==> config.mk <==
export PLATFORM = sky130hd
export DESIGN_NAME = store_buffer
export DESIGN_NICKNAME = d
export VERILOG_FILES = /design/src/rtl/store_buffer.sv
export SDC_FILE = /design/constraint.sdc
export NUM_CORES = 1
export LEC_CHECK = 0
export ABC_AREA = 1
export BUFFER_PORTS_ARGS = -buffer_cell sky130_fd_sc_hd__buf_2
export CORE_ASPECT_RATIO = 0.9
export CORE_MARGIN = 1.5
export CORE_UTILIZATION = 60
export DETAILED_ROUTE_END_ITERATION = 7
export GPL_ROUTABILITY_DRIVEN = 0
export MAX_ROUTING_LAYER = met4
export PLACE_DENSITY = 0.81
export RECOVER_POWER = 50
export SYNTH_ARGS = -nofsm -noshare
export SYNTH_HDL_FRONTEND = slang
export SYNTH_SLANG_ARGS = --single-unit
export TNS_END_PERCENT = 100
==> constraint.sdc <==
create_clock -name clk -period 5 [get_ports clk]
set_input_delay 0.75 -clock clk [delete_from_list [all_inputs] [get_ports clk]]
set_output_delay 0.75 -clock clk [all_outputs]
set_load 0.02 [all_outputs]
==> src/rtl/store_buffer.sv <==
// rtl/store_buffer.sv - write-back store buffer between the MIPS memory stage and single-port data memory
module store_buffer #(
    parameter int DEPTH = 4
) (
    input  logic        clk,
    input  logic        reset,
    input  logic        memwrite,
    input  logic        memread,
    input  logic [31:0] dataadr,
    input  logic [31:0] writedata,
    output logic [31:0] readdata,
    output logic        stall,
    output logic        empty,
    output logic        mem_we,
    output logic [31:0] mem_adr,
    output logic [31:0] mem_wd,
    input  logic [31:0] mem_rd
);
    localparam int AW = $clog2(DEPTH);

    logic [AW-1:0] rptr;
    logic [AW-1:0] wptr;
    logic [AW:0]   count;
    logic [29:0]   adr_mem [DEPTH];
    logic [31:0]   dat_mem [DEPTH];

    logic        full;
    logic        push;
    logic        drain;
    logic        load;
    logic        hit;
    logic [31:0] fwd_data;
    logic [AW-1:0] idx;

    assign full  = (count == (AW+1)'(DEPTH));
    assign push  = memwrite && !full && !reset;
    // memread blocks the drain even when a simultaneous store wins the stage
    assign drain = (count != '0) && !memread && !reset;
    assign load  = memread && !memwrite;
    assign stall = memwrite && full && !reset;
    assign empty = (count == '0);

    // Scan oldest to youngest so the last match left standing is the youngest
    always_comb begin
        hit      = 1'b0;
        fwd_data = '0;
        idx      = '0;
        for (int k = 0; k < DEPTH; k++) begin
            idx = rptr + AW'(k);
            if (((AW+1)'(k) < count) && (adr_mem[idx] == dataadr[31:2])) begin
                hit      = 1'b1;
                fwd_data = dat_mem[idx];
            end
        end
    end

    always_comb begin
        mem_we   = 1'b0;
        mem_adr  = '0;
        mem_wd   = '0;
        readdata = mem_rd;
        if (drain) begin
            mem_we  = 1'b1;
            mem_adr = {adr_mem[rptr], 2'b00};
            mem_wd  = dat_mem[rptr];
        end else if (load) begin
            mem_adr = dataadr;
        end
        if (load && hit)
            readdata = fwd_data;
    end

    always_ff @(posedge clk) begin
        if (reset) begin
            rptr  <= '0;
            wptr  <= '0;
            count <= '0;
        end else begin
            if (push)
                wptr <= wptr + 1'b1;
            if (drain)
                rptr <= rptr + 1'b1;
            case ({push, drain})
                2'b10:   count <= count + 1'b1;
                2'b01:   count <= count - 1'b1;
                default: count <= count;
            endcase
        end
    end

    always_ff @(posedge clk) begin
        if (push) begin
            adr_mem[wptr] <= dataadr[31:2];
            dat_mem[wptr] <= writedata;
        end
    end
endmodule

Word-level counts from Yosys, hierarchy flattened
Memories as Yosys holds them, arrays and structs flattened. A register that Yosys moved wholly into a read port is not among the register bits.
Index checks and enable logic that the tools add are counted.
{"block": "word_totals", "ff_bits": 7, "inputBits": 100, "out_inout_bits": 99, "mem_bits_rw": 248, "n_memories": 2}
{"memory": "dat_mem", "depth": 4, "width": 32, "rd": 4, "rd_ports_with_merged_regs": 1, "write_ports": 1, "line_no": "25", "rtl": "logic [31:0] dat_mem [DEPTH];"}
{"memory": "adr_mem", "depth": 4, "width": 30, "rd": 4, "rd_ports_with_merged_regs": 1, "write_ports": 1, "line_no": "24", "rtl": "logic [29:0] adr_mem [DEPTH];"}
{"block": "op_classes", "n_reduce_logical": 19, "n_mux": 20, "n_eq_ne": 7, "magnitude_cmp": 4, "add_sub_neg": 6}
{"op": "two-way mux 32 bit", "n": 8}
{"op": "== test 30 bit", "n": 4}
{"op": "logical AND 1 bit", "n": 12}
{"op": "two-way mux 2 bit", "n": 4}
{"op": "two-way mux 1 bit", "n": 7}
{"op": "< comparator 1 x 3 -> 1 bit (first input constant)", "n": 2}
{"op": "< comparator 2 x 3 -> 1 bit (first input constant)", "n": 2}
{"op": "case mux 3 bit (2 select lines)", "n": 1}
{"op": "adder 2 x 1 -> 2 bit (second input constant)", "n": 2}
{"op": "adder 2 bit (second input constant)", "n": 2}
{"op": "zero test 1 bit", "n": 4}
{"op": "adder 3 x 1 -> 3 bit (second input constant)", "n": 1}
{"op": "== test 3 bit (second input constant)", "n": 1}
{"op": "zero test 3 bit", "n": 1}
{"op": "nonzero test 3 bit", "n": 1}
{"op": "subtractor 3 x 1 -> 3 bit (second input constant)", "n": 1}
{"op": "== test 2 x 1 -> 1 bit (second input constant)", "n": 1}
{"op": "== test 2 bit (second input constant)", "n": 1}
{"op": "nonzero test 2 bit", "n": 1}

Logic depth before layout (Yosys ltp)
An unclocked memory read counts as a cell.
{"block": "logic_depth", "word_depth": 9, "mapped_depth": 22, "depth_no_buf": 18}

Least setup slack after synthesis
OpenSTA, ideal clock, no wires.
{"block": "synth_timing", "kind": "in2reg", "startpoint": "input port reset", "endpoint": "memory adr_mem[0][0] (enable)", "path_buffers": 0, "arrival_time_ps": 3689, "path_slack_ps": 828, "stages": 3, "required_ps": 4517, "cell_sequence": "inv_1 > nand3_1 > nor2_1"}
{"block": "synth_between", "elab_chain_len": 4}
{"item": "start, declared", "line_no": "6", "rtl": "input logic reset,"}
{"item": "zero test 1 bit", "line_no": "36", "rtl": "assign push = memwrite && !full && !reset;"}
{"item": "logical AND 1 bit", "line_no": "36"}
{"item": "two-way mux 1 bit", "line_no": "92", "rtl": "if (push) begin"}
{"item": "two-way mux 1 bit (not written as such)", "line_no": "93", "rtl": "adr_mem[wptr] <= dataadr[31:2];"}
{"item": "end, declared", "line_no": "24"}
Every way passes these cells.

==> out/summary.txt <==
Vias per inst: 5.89
Fill cells: 2746
Final worst path period need: 4.73 ns
First-pass GRT wire length: 99.5 mm
First-pass DRT Iterations: 8
Max IR drop VDD: 0.317 mV
GR Overflow Total: 0
TritonCTS clock tree: built
Root buffer cell: clkbuf_16
Synth Area per Inst: 6.33 um^2
Syn. warnings: 0
Total Routing Usage GR: 38.9%
Pwr Total: 0.00729 W
CTS buffer count: 29
Clock skew: 0.0100 ns
Synth cell types: 26
Initial antenna violation count: 3
Final setup TNS: 0 ns
Critical path data arrival time: 3.98 ns
Worst hold path type: in2reg
Final Max Slew Viols: 79
Syn Std Cell Area: 19300 um^2
Final WS setup: 0.273 ns
Layout Utilization: 67.4%
Final nets: 3270
Width of the die: 192 um
Post-synthesis sequential area ratio: 39.4%
Via Count: 21200
Status: finished with violations
Io pins: 199
DIE AREA: 33300 um^2
Number of global-route vias before repair: 19200
Mapped Nets: 3164
Sinks on Clock Net: 257
Reg area: 7630 um^2
P&R area growth vs syn: 10.8%
CP required: 4.25 ns
RSZ-0062 raised after global routing: false
Drt total wl: 64.4 mm
Top post-synthesis cells by area: edfxtp_1 (39%), nand2_1 (30%), inv_1 (5.6%)
Post-DP HPWL: 40.7 mm
Core area: 31800 um^2
Clk slew on worst S/H paths: 0.06 ns
P per Cell Area: 340 nW/um^2
Area occupied by multi-input gates: 9930 um^2
DRC viols: 0
Worst-path maximum fanout: 25
Final hold viol count: 0
FP Rows: 62
Largest net degree at the start of global routing: 193
Leak Pwr: 10.8 nW
Insertion delay to the later sink of the worst-skew pair: 0.56 ns
Number of H-tree levels: 1
Crit Path Class: reg2out
Share of the synthesized area in the top cell type: 38.5%
Slew headroom: -50.6%
Share of layout cells above drive strength 1: 7.63%
Failing checks: capacitance limit, slew limit
Tightest Pin Transition: 2.26 ns
Initial Util: 60.8%
Maxcap violations: 2
Nature of the critical path startpoint: flip-flop
DP Worst Slack: 0.696 ns
Register bit total from synthesis: 257
CP endpoint kind: primary output
Max Clock Freq: 0.212 GHz
Leading area contributor after synthesis: edfxtp_1
# port buffers: 198
Iter 0 DRT Violations: 2908
Synth Instances: 3055
Fin crit share: 94.5%
Antenna viol nets, final: 0
Setup-failing EPs final: 0
Clock Tree Buf Depth: 3
Wire per inst: 17.9 um
Die H: 173 um
-- area by class of cell --
cell class	count	area share, %
multi-input cells	2350	46.4
clock inverters	16	0.841
clock buffers	37	3.67
repair buffers	233	5.92
diodes	3	0.0350
well taps	416	2.43
inverters	290	5.12
flip-flops and latches	257	35.6
-- path summary, 6_finish.rpt --
kind / from / endpoint / slack, ns / depth (start not counted)
setup / recovery: flip-flop / readdata[4] / 0.27 / 19
hold / removal: writedata[24] / dat_mem[2][24] / 0.45 / 1
setup reg to reg: count[0] / dat_mem[1][6] / 1.45 / 6
hold reg to reg: wptr[1] / wptr[1] / 0.55 / 2
-- flip-flops by register name, summed over array words and instances (netlist names), named ones only --
register  cells
dat_mem     128
rptr          2
wptr          2
adr_mem     120
count         3
-- repair_timing --
| action | in CTS | in global routing |
|---|---|---|
| hold buffers | 0 | 0 |
| resized for setup | 0 | 9 |
| buffers inserted | 0 | 0 |
| endpoints found under the setup margin | 0 | 32 |
-- critical path: stages (launching register included) --
cell,delay [ns]
dfxtp_4,0.35
inv_2,0.34
buf_4,0.43
nand2_1,0.11
nand3_1,0.08
nand2_1,0.11
nand2_1,0.10
nand2_1,0.06
nor2_1,0.30
nand2_1,0.09
nor2_1,0.12
nand2_1,0.06
nor2_1,0.12
nor2_2,0.11
nor2_4,0.53
nand2_1,0.11
nand2_1,0.08
nand2_1,0.07
nand2_1,0.06
buf_2,0.15
-- stage by stage --
| step | hold slack (ns) | cell area (um^2) | std cells |
|---|---|---|---|
| 3_3_place_gp | 0.510 | 20500 | 3544 |
| 4_1_cts | 0.394 | 21400 | 3597 |
| 6_report | 0.451 | 21400 | 3602 |
| 3_5_place_dp | 0.545 | 20500 | 3544 |
| 5_1_grt | 0.455 | 21400 | 3602 |
| 2_1_floorplan | 0.490 | 19300 | 3055 |
-- power breakdown --
part           internal [W]  switching (W)
logic              0.000736        0.00192
clock network       0.00127       0.000887
registers           0.00243      0.0000461
total               0.00444        0.00286
-- cell families (layout without fill, tap and decap cells) --
group	Yosys count	count (layout)	share of synthesized area [%]
and+or+nand+nor	1989	1990	40.3
buffers and inverters	449	576	9.53
AOI/OAI and AO/OA	349	349	10.1
DFF	257	257	39.4
adders and majority gates	9	9	0.582
xor gates and xnor gates	2	2	0.0906
other	0	3	0
-- layer usage --
layer	share of wire [%]	wire, um	track usage, %
met2	43	27800	56.5
met1	38	24400	53.0
met3	15	9660	7.77
met5	0	0	-
met4	4.0	2570	16.2
-- placed cells by master, fill, tap and decap left out, types with 33 or more instances in the layout --
| master | instances |
|---|---|
| nand2_1 | 1550 |
| inv_1 | 284 |
| edfxtp_1 | 248 |
| nor2_1 | 222 |
| nand3_1 | 187 |
| o21ai_0 | 181 |
| buf_2 | 135 |
| clkbuf_1 | 68 |
| o22ai_1 | 63 |
| a21oi_1 | 40 |
| o21ai_1 | 33 |
-- synth_stat cells --
| master | number |
|---|---|
| inv_4 | 2 |
| dfxtp_1 | 9 |
| clkbuf_1 | 69 |
| a32oi_1 | 32 |
| ha_1 | 9 |
| nand2_2 | 3 |
| buf_4 | 15 |
| nand3_1 | 187 |
| nor2_2 | 3 |
| edfxtp_1 | 248 |
| buf_6 | 4 |
| xor2_1 | 2 |
| inv_1 | 286 |
| o21ai_0 | 181 |
| nor2_1 | 226 |
| nand2_1 | 1550 |
| a21oi_1 | 40 |
| nand2_4 | 5 |
| inv_2 | 2 |
| nand4_1 | 9 |
| o21ai_1 | 33 |
| buf_1 | 18 |
| nor2_4 | 2 |
| o22ai_1 | 63 |
| nor3_1 | 4 |
| buf_2 | 53 |
Power figures use the tool's default switching activity.
